**src/rtl/calculator_bcd_reader.sv**
```systemverilog
// Sequential two's-complement to packed-BCD converter (double-dabble) for the display path.
// Optional CALC_BCD_BLANK_EN: leading zero digits are written as 4'hF on completion.
module calculator_bcd_reader #(
    parameter int BITS   = 32,
    parameter int DIGITS = 10
) (
    input  logic                  clk,
    input  logic                  reset,
    input  logic                  load,
    input  logic [BITS-1:0]       accum,
    output logic                  busy,
    output logic                  done,
    output logic                  negative,
    output logic                  overflow,
    output logic [4*DIGITS-1:0]   bcd_out
);

    localparam int CW = $clog2(BITS + 1);
    localparam logic [CW-1:0] LAST = CW'(BITS - 1);

    typedef enum logic [1:0] {IDLE, ABS, SHIFT, DONE} state_t;

    state_t              state, state_next;
    logic [BITS-1:0]     bin_reg, bin_next;
    logic [4*DIGITS-1:0] dig_reg, dig_next, dig_adj, dig_final;
    logic [CW-1:0]       cnt, cnt_next;
    logic                neg_int, neg_next;
    logic                ovf_int, ovf_next;
    logic                done_next;

    assign busy = (state != IDLE);

    always_comb begin
        dig_adj = dig_reg;
        for (int i = 0; i < DIGITS; i++) begin
            if (dig_reg[4*i +: 4] >= 4'd5)
                dig_adj[4*i +: 4] = dig_reg[4*i +: 4] + 4'd3;
        end
    end

`ifdef CALC_BCD_BLANK_EN
    // Blank zeros above the top nonzero digit; units digit always shown.
    always_comb begin
        logic lead;
        dig_final = dig_reg;
        lead = 1'b1;
        for (int i = DIGITS - 1; i >= 1; i--) begin
            if (lead && !ovf_int && dig_reg[4*i +: 4] == 4'd0)
                dig_final[4*i +: 4] = 4'hF;
            else
                lead = 1'b0;
        end
    end
`else
    assign dig_final = dig_reg;
`endif

    always_comb begin
        state_next = state;
        bin_next   = bin_reg;
        dig_next   = dig_reg;
        cnt_next   = cnt;
        neg_next   = neg_int;
        ovf_next   = ovf_int;
        done_next  = 1'b0;
        unique case (state)
            IDLE: begin
                if (load) begin
                    bin_next   = accum;
                    dig_next   = '0;
                    cnt_next   = '0;
                    ovf_next   = 1'b0;
                    state_next = ABS;
                end
            end
            ABS: begin
                neg_next = bin_reg[BITS-1];
                if (bin_reg[BITS-1])
                    bin_next = ~bin_reg + BITS'(1);
                state_next = SHIFT;
            end
            SHIFT: begin
                {dig_next, bin_next} = {dig_adj[4*DIGITS-2:0], bin_reg, 1'b0};
                ovf_next = ovf_int | dig_adj[4*DIGITS-1];
                cnt_next = cnt + CW'(1);
                if (cnt == LAST)
                    state_next = DONE;
            end
            DONE: begin
                done_next  = 1'b1;
                state_next = IDLE;
            end
            default: state_next = IDLE;
        endcase
    end

    always_ff @(posedge clk) begin
        if (!reset) begin
            state    <= IDLE;
            bin_reg  <= '0;
            dig_reg  <= '0;
            cnt      <= '0;
            neg_int  <= 1'b0;
            ovf_int  <= 1'b0;
            done     <= 1'b0;
            negative <= 1'b0;
            overflow <= 1'b0;
            bcd_out  <= '0;
        end else begin
            state   <= state_next;
            bin_reg <= bin_next;
            dig_reg <= dig_next;
            cnt     <= cnt_next;
            neg_int <= neg_next;
            ovf_int <= ovf_next;
            done    <= done_next;
            if (state == DONE) begin
                bcd_out  <= dig_final;
                negative <= neg_int;
                overflow <= ovf_int;
            end
        end
    end

endmodule
```
**config.mk**
```make
export PLATFORM = sky130hd
export DESIGN_NAME = calculator_bcd_reader
export DESIGN_NICKNAME = d
export VERILOG_FILES = /design/src/rtl/calculator_bcd_reader.sv
export SDC_FILE = /design/constraint.sdc
export NUM_CORES = 1
export LEC_CHECK = 0
export CAP_MARGIN = 40
export CORE_UTILIZATION = 51
export CTS_CLUSTER_SIZE = 28
export DETAILED_ROUTE_END_ITERATION = 10
export PLACE_DENSITY_LB_ADDON = 0.05
export SLEW_MARGIN = 5
export SYNTH_ARGS = -nofsm -noshare
export SYNTH_HDL_FRONTEND = slang
export SYNTH_SLANG_ARGS = --single-unit
```
**constraint.sdc**
```tcl
create_clock -name clk -period 2 [get_ports clk]
set_input_delay 0.2 -clock clk [delete_from_list [all_inputs] [get_ports clk]]
set_output_delay 0.2 -clock clk [all_outputs]
set_load 0.1 [all_outputs]
```
==> results of run 1 <==
[power by group]
group | internal (mW) | switching [mW] | total, mW
clock | 2.01 | 1.14 | 3.15
combinational | 2.26 | 3.05 | 5.31
sequential | 2.77 | 0.359 | 3.13
total | 7.04 | 4.55 | 11.6
[kinds of logic (layout without fill, tap and decap cells)]
logic type / Yosys count / count (layout) / share of synthesized area, %
compound gates: 212 / 212 / 19.02
xor+xnor: 29 / 29 / 3.713
fa+ha+maj: 26 / 26 / 4.756
buf+inv: 96 / 199 / 5.853
flops: 125 / 125 / 36.58
mux: 49 / 49 / 7.189
simple gates: 310 / 310 / 22.88
[stage by stage]
step / util (%) / setup slack [ps] / total power, mW / instance area [µm²] / hold slack [ps]
CTS: 67.28 / 15.20 / 11.42 / 8628 / 444.9
global placement: 62.60 / 148.6 / 8.214 / 8028 / 466.2
floorplan: - / 63.48 / 6.385 / 6844 / 348.3
finish: 67.64 / 96.22 / 11.59 / 8675 / 446.3
detailed placement: 62.60 / 8.813 / 8.258 / 8028 / 482.5
global route: 67.64 / 8.683 / 12.19 / 8675 / 466.0
[how the worst min path moves through the flow]
stage | cells after the start | slack [ps] | endpoint
floorplan | 2 | 350 | bin_reg[0]$_SDFFE_PN0P_
global placement | 2 | 470 | ovf_int$_SDFFE_PN0P_
detailed placement | 2 | 480 | neg_int$_SDFFE_PN0P_
CTS | 3 | 440 | bin_reg[2]$_SDFFE_PN0P_
global route | 3 | 470 | bin_reg[4]$_SDFFE_PN0P_
finish | 3 | 450 | bin_reg[4]$_SDFFE_PN0P_
[critical path: cells and delay by family (launching register included)]
family	cells	cell delay [ps]
adder cells (fa/ha/maj)	1	210
AO/OA/AOI/OAI	3	690
flip-flops	1	350
AND/OR/NAND/NOR	2	220
buffers and inverters	2	280
[metal layers]
metal	share of wire [%]	vias to the layer above	GRT usage, %
met1	47	3144	35.33
met4	1.9	0	9.615
met2	46	168	42.28
li1	-	3177	-
met3	4.5	31	4.506
met5	0	-	0
[area by class of cell]
type	instances	area share, %
Clock buffer	21	5.308
Inverter	32	1.428
Clock inverter	10	1.615
Timing Repair Buffer	136	14.19
Multi-Input combinational cell	626	46.08
Sequential cell	125	28.89
Tap cell	172	2.481
[Yosys cell counts (9+ instances only)]
cell type	instances	area [µm²]
sky130_fd_sc_hd__nor3_1	34	170.2
sky130_fd_sc_hd__nand2b_1	22	137.6
sky130_fd_sc_hd__o211ai_1	15	112.6
sky130_fd_sc_hd__ha_1	26	325.3
sky130_fd_sc_hd__dfxtp_1	125	2502
sky130_fd_sc_hd__nand3_1	31	155.2
sky130_fd_sc_hd__xor2_1	13	113.9
sky130_fd_sc_hd__clkbuf_1	46	172.7
sky130_fd_sc_hd__and2_1	13	81.33
sky130_fd_sc_hd__xnor2_1	16	140.1
sky130_fd_sc_hd__inv_1	31	116.4
sky130_fd_sc_hd__nand2_1	38	142.6
sky130_fd_sc_hd__a21oi_1	73	365.4
sky130_fd_sc_hd__o21ai_0	58	290.3
sky130_fd_sc_hd__a22oi_1	17	127.6
sky130_fd_sc_hd__nor2_1	120	450.4
sky130_fd_sc_hd__mux2i_1	48	480.5
sky130_fd_sc_hd__nor4_1	9	56.30
[repair_timing]
item                                    CTS  global route
hold buffers                              0             0
endpoints found under the setup margin    0            15
resized for setup                         0            13
==> out/qor.log, run 1 <==
[timing] worst slew margin relative to its limit 59.85%
[timing] Sum Neg Setup Slack 0 ps
[timing] pins over their slew limit 0
[timing] final worst path period share 95.19%
[routing] number of iterations in the first detailed-routing pass 5
[worst_setup_path] nature of the critical path startpoint flip-flop
[worst_setup_path] Worst path slowest cell sky130_fd_sc_hd__a2111oi_0
[routing] Post-Route WL 18030 µm
[job] max capacitance violation total 0
[synth] number of storage elements in the synthesis netlist 125
[cts] Root Buffer Master sky130_fd_sc_hd__clkbuf_16
[synth] number of enable flip-flop cells after synthesis 0
[synth] sequential fraction of the synthesis area 36.58%
[routing] remaining design rule violation count 0
[cts] clock tree from TritonCTS yes
[final_layout] multi-input logic area 0.003998 mm²
[grt] pin count of the biggest net entering global routing 46
[timing] Max Clock Skew 5.301 ps
[floorplanning] vertical extent of the die 117.8 µm
[timing] worst-margin pin slew 602.3 ps
[synth] async set-reset flop share out of synthesis 0%
[synth] number of instances in the synthesized netlist 847
[worst_setup_path] setup slack of the most critical reg-to-reg path 100 ps
[cts] Clk pin slew, worst setup/hold paths 60 ps
[worst_setup_path] logic depth of the worst register-to-register path 8
[placement] detailed placer's ending HPWL 12220 µm
[final_layout] Final Net Count 999
[placement] placed insts 1091
[timing] total of endpoints with negative setup slack in the final report 0
[grt] Overflow after GRT 0
[worst_setup_path] Reg-to-Reg Start state[1]$_SDFFE_PN0P_
[worst_setup_path] chain of cells forming the critical path inv_1, ha_2, nand2b_1, nand3_1, buf_12, a311oi_1, a21oi_1, a2111oi_0
[worst_setup_path] Max stage delay on crit path 390 ps
[hold_path] path type of the worst min-delay path input pin to flip-flop
[synth] netlist area before placement 0.006840 mm²
[synth] post-synthesis net count 908
[floorplanning] effective utilization at floorplan 53.34%
[final_layout] Filler Cell Count 1103
[synth] predominant post-synthesis flop cell sky130_fd_sc_hd__dfxtp_1
[grt] first-pass GRT wire length 29960 µm
[hold_path] startpoint of the worst hold path accum[4]
[final_layout] area growth from synthesis to layout 26.82%
[timing] Achievable Freq 525.3 MHz
[floorplanning] number of primary I/O pins 79
[status] status complete, no violations
[cts] number of CTS-inserted buffers 17
[final_layout] area taken by flip-flops and latches 0.002506 mm²
[routing] average vias per placed instance 5.811
[timing] number of endpoints with negative hold slack in the final report 0
[worst_setup_path] Critical Setup Path Class flip-flop to flip-flop
[pwr] power density of the placed cells 1336 mW/mm²
[grt] initial antenna violation count 0
[routing] Routed WL per cell 16.07 µm
[worst_setup_path] Req. time, crit path 2290 ps
[cts] number of sinks on the clock net 125
[worst_setup_path] crit path launch state[1]$_SDFFE_PN0P_
[timing] clock period minus final worst setup slack 1904 ps
[grt] via count of the first global-routing pass 6239
[cts] clock tree buffer depth 2
[pwr] static leakage 3.200 nW
[worst_setup_path] end point of the critical path bin_reg[27]$_SDFFE_PN0P_
[worst_setup_path] data arrival time of the worst path 2200 ps
[synth] Distinct cells, synth 71
[floorplanning] Total Die Area 0.01388 mm²
[routing] via total after detailed routing 6520
[final_layout] leading cell types in the layout, fill and taps excluded 122 x sky130_fd_sc_hd__dfxtp_1, 120 x sky130_fd_sc_hd__nor2_1, 92 x sky130_fd_sc_hd__buf_4, 73 x sky130_fd_sc_hd__a21oi_1, 58 x sky130_fd_sc_hd__o21ai_0
[floorplanning] row count 41
[floorplanning] area of the core 0.01282 mm²
[worst_setup_path] Setup crit end kind flip-flop
[placement] number of buffer cells added on primary ports 78
[grt] combined global-route utilization of all metal layers 26.32%
[worst_setup_path] peak fanout along the critical path 34
[cts] clk_lat worst skew 420 ps
[cts] # Post-CTS Setup Buffers 0
[final_layout] commonest non-fill, non-tap cell in the layout sky130_fd_sc_hd__dfxtp_1
[floorplanning] Die Wd 117.8 µm
[synth] Synth Warn # 0
[cts] H-Tree Depth 4
[final_layout] non-filler cells in the finished layout 1122
[placement] Routability Congestion 0.9152
[routing] count of antenna-violating nets left after detailed routing 0
[final_layout] share of final-layout standard cells stronger than drive strength 1 17.16%
[timing] setup repair after global routing missed its margin no
[synth] average cell area after synthesis 8.076 µm²
[worst_setup_path] endpoint of the worst register-to-register path bin_reg[27]$_SDFFE_PN0P_
[final_layout] antenna diode count 0
[pwr] maximum ir drop on the vdd rail 802.4 µV
[routing] DRT iter0 DRCs 502
Power figures use the tool's default switching activity.
==> run 2, diff against run 1 <==
--- a/config.mk
+++ b/config.mk
@@ -6,6 +6,7 @@
 export NUM_CORES = 1
 export LEC_CHECK = 0
 export CAP_MARGIN = 40
+export CORE_MARGIN = 5
 export CORE_UTILIZATION = 51
 export CTS_CLUSTER_SIZE = 28
 export DETAILED_ROUTE_END_ITERATION = 10
==> out/qor.log, run 2 (same netlist as run 1, synthesis figures left out) <==
[cts] H-Tree Depth 4
[worst_setup_path] category of cells accounting for the largest share of critical-path delay simple AND/OR/NAND/NOR gates
[hold_path] Worst Hold End bin_reg[0]$_SDFFE_PN0P_
[placement] number of buffer cells added on primary ports 78
[cts] number of buffers inserted by hold repair at cts 0
[floorplanning] area of the core 0.01319 mm²
[pwr] maximum ir drop on the vdd rail 785.0 µV
[floorplanning] Total Die Area 0.01583 mm²
[final_layout] leading cell types in the layout, fill and taps excluded 122 x sky130_fd_sc_hd__dfxtp_1, 120 x sky130_fd_sc_hd__nor2_1, 88 x sky130_fd_sc_hd__buf_4, 73 x sky130_fd_sc_hd__a21oi_1, 56 x sky130_fd_sc_hd__o21ai_0
[final_layout] Filler Cell Count 1145
[timing] Achievable Freq 525.7 MHz
[pwr] share of total power in combinational logic 46.0%
[cts] clock tree buffer depth 2
[pwr] Switching Power 4.531 mW
[final_layout] share of final-layout standard cells stronger than drive strength 1 17.19%
[placement] placed insts 1092
[final_layout] multi-input logic area 0.004025 mm²
[grt] initial antenna violation count 0
[hold_path] startpoint of the worst hold path accum[0]
[worst_setup_path] peak fanout along the critical path 4
[cts] Root Buffer Master sky130_fd_sc_hd__clkbuf_16
[timing] total of endpoints with negative setup slack in the final report 0
[timing] final worst path period share 95.12%
[grt] via count of the first global-routing pass 6199
[job] max capacitance violation total 0
[final_layout] area taken by flip-flops and latches 0.002506 mm²
[routing] number of iterations in the first detailed-routing pass 4
[routing] Routed WL per cell 16.28 µm
[worst_setup_path] logic depth of the worst register-to-register path 6
[cts] Clk pin slew, worst setup/hold paths 60 ps
[routing] remaining design rule violation count 0
[worst_setup_path] chain of cells forming the critical path buf_4, nor3_1, and4_1, nand4_4, or3_1, a31oi_1
[final_layout] non-filler cells in the finished layout 1124
[floorplanning] effective utilization at floorplan 51.86%
[worst_setup_path] Req. time, crit path 2350 ps
[timing] number of endpoints with negative hold slack in the final report 0
[pwr] clock network fraction of design power 26.6%
[grt] Overflow after GRT 0
[floorplanning] vertical extent of the die 125.8 µm
[placement] Routability Congestion 0.8725
[final_layout] antenna diode count 0
[grt] first-pass GRT wire length 30520 µm
[timing] Hold Slack 401.8 ps
[cts] clk_lat worst skew 420 ps
[timing] worst-margin pin slew 546.9 ps
[worst_setup_path] Max stage delay on crit path 380 ps
[placement] setup slack after placement -16.37 ps
[grt] combined global-route utilization of all metal layers 23.04%
[final_layout] commonest non-fill, non-tap cell in the layout sky130_fd_sc_hd__dfxtp_1
[grt] pin count of the biggest net entering global routing 45
[pwr] relative contribution of sequential cells to total power 27.4%
[pwr] switching fraction of total power 39.38%
[worst_setup_path] Bufs and invs on worst path 1
[worst_setup_path] nature of the critical path startpoint flip-flop
[placement] post-place instance area 0.008023 mm²
[floorplanning] number of primary I/O pins 79
[final_layout] area growth from synthesis to layout 26.89%
[timing] Max Clock Skew 5.345 ps
[cts] clock tree from TritonCTS yes
[floorplanning] Die Wd 125.8 µm
[worst_setup_path] data arrival time of the worst path 2250 ps
[timing] worst slew margin relative to its limit 63.15%
[timing] Sum Neg Setup Slack 0 ps
[routing] via total after detailed routing 6436
[worst_setup_path] Critical Setup Path Class flip-flop to flip-flop
[timing] pins over their slew limit 0
[cts] number of CTS-inserted buffers 17
[pwr] power density of the placed cells 1325 mW/mm²
[pwr] Cell Int Power 6.974 mW
[timing] clock period minus final worst setup slack 1902 ps
[routing] average vias per placed instance 5.726
[hold_path] path type of the worst min-delay path input pin to flip-flop
[placement] detailed placer's ending HPWL 12210 µm
[status] status complete, no violations
[pwr] overall power of the completed layout 11.50 mW
[worst_setup_path] Setup crit end kind flip-flop
[timing] post-route setup slack 97.61 ps
[final_layout] Final Net Count 996
[final_layout] core occupancy in the finished layout 65.80%
[final_layout] Finished Cell Area 0.008680 mm²
[worst_setup_path] Reg-to-Reg Start bin_reg[4]$_SDFFE_PN0P_
[worst_setup_path] Worst path slowest cell sky130_fd_sc_hd__and4_1
[hold_path] number of cells traversed by the worst hold path 3
[routing] DRT iter0 DRCs 463
[worst_setup_path] setup slack of the most critical reg-to-reg path 100 ps
[cts] number of sinks on the clock net 125
[routing] Post-Route WL 18300 µm
[routing] count of antenna-violating nets left after detailed routing 0
[floorplanning] row count 42
[pwr] static leakage 3.198 nW
[worst_setup_path] endpoint of the worst register-to-register path bin_reg[31]$_SDFFE_PN0P_
[run 2: cell types whose count changed in the layout (fill, tap and decap cells not counted), moves of 2 or more]
| cell | previous run | this run |
|---|---|---|
| sky130_fd_sc_hd__o21ai_1 | 0 | 2 |
| sky130_fd_sc_hd__clkinvlp_4 | 7 | 4 |
| sky130_fd_sc_hd__buf_4 | 92 | 88 |
| sky130_fd_sc_hd__clkinv_2 | 1 | 5 |
| sky130_fd_sc_hd__clkbuf_8 | 2 | 0 |
| sky130_fd_sc_hd__o21ai_0 | 58 | 56 |
| sky130_fd_sc_hd__a2111oi_0 | 3 | 1 |
[run 2: power by group through the flow]
stage          logic (mW)  clock network (mW)  registers (mW)
2_1_floorplan        3.29                   0            3.09
3_3_place_gp         5.01                   0            3.16
3_5_place_dp         5.07                   0            3.17
4_1_cts              5.11                3.12            3.12
5_1_grt              5.74                3.24            3.20
6_report             5.29                3.06            3.15
[run 2: area by class of cell]
type,instances,area share [%]
Tap cell,176,2.537
Clock buffer,20,5.031
Sequential cell,125,28.87
Inverter,32,1.427
Clock inverter,12,1.687
Timing Repair Buffer,133,14.07
Multi-Input combinational cell,626,46.37
[run 2: worst max-delay path by stage]
stage | start | to | slack (ps) | cells after the start
3_5_place_dp | bin_reg[0]$_SDFFE_PN0P_ | bin_reg[12]$_SDFFE_PN0P_ | -20 | 8
3_3_place_gp | bin_reg[0]$_SDFFE_PN0P_ | bin_reg[12]$_SDFFE_PN0P_ | 80 | 8
2_1_floorplan | bin_reg[0]$_SDFFE_PN0P_ | bin_reg[12]$_SDFFE_PN0P_ | 60 | 8
4_1_cts | bin_reg[1]$_SDFFE_PN0P_ | bin_reg[12]$_SDFFE_PN0P_ | 1 | 8
6_report | bin_reg[4]$_SDFFE_PN0P_ | bin_reg[31]$_SDFFE_PN0P_ | 100 | 6
5_1_grt | bin_reg[4]$_SDFFE_PN0P_ | bin_reg[31]$_SDFFE_PN0P_ | -10 | 6
[run 2: worst register-to-register path, cell delays in order, from the launching register on]
cell and delay [ps]:
sky130_fd_sc_hd__dfxtp_1 360, sky130_fd_sc_hd__buf_4 160, sky130_fd_sc_hd__nor3_1 240, sky130_fd_sc_hd__and4_1 380, sky130_fd_sc_hd__nand4_4 140, sky130_fd_sc_hd__or3_1 380
sky130_fd_sc_hd__a31oi_1 160
[run 2: layer usage]
metal  GRT usage, %  vias to the layer above  wire (µm)
li1               -                     3176          -
met1          29.26                     3068       8192
met2          38.89                      168       9015
met3          4.826                       24        786
met4          8.139                        0        303
met5              0                        -          0
[run 2: repair_timing]
action,4_1_cts,5_1_grt
pin swaps,0,5
gates cloned,0,0
setup buffers,0,0
setup endpoints to repair,2,18
gates resized for setup,2,18
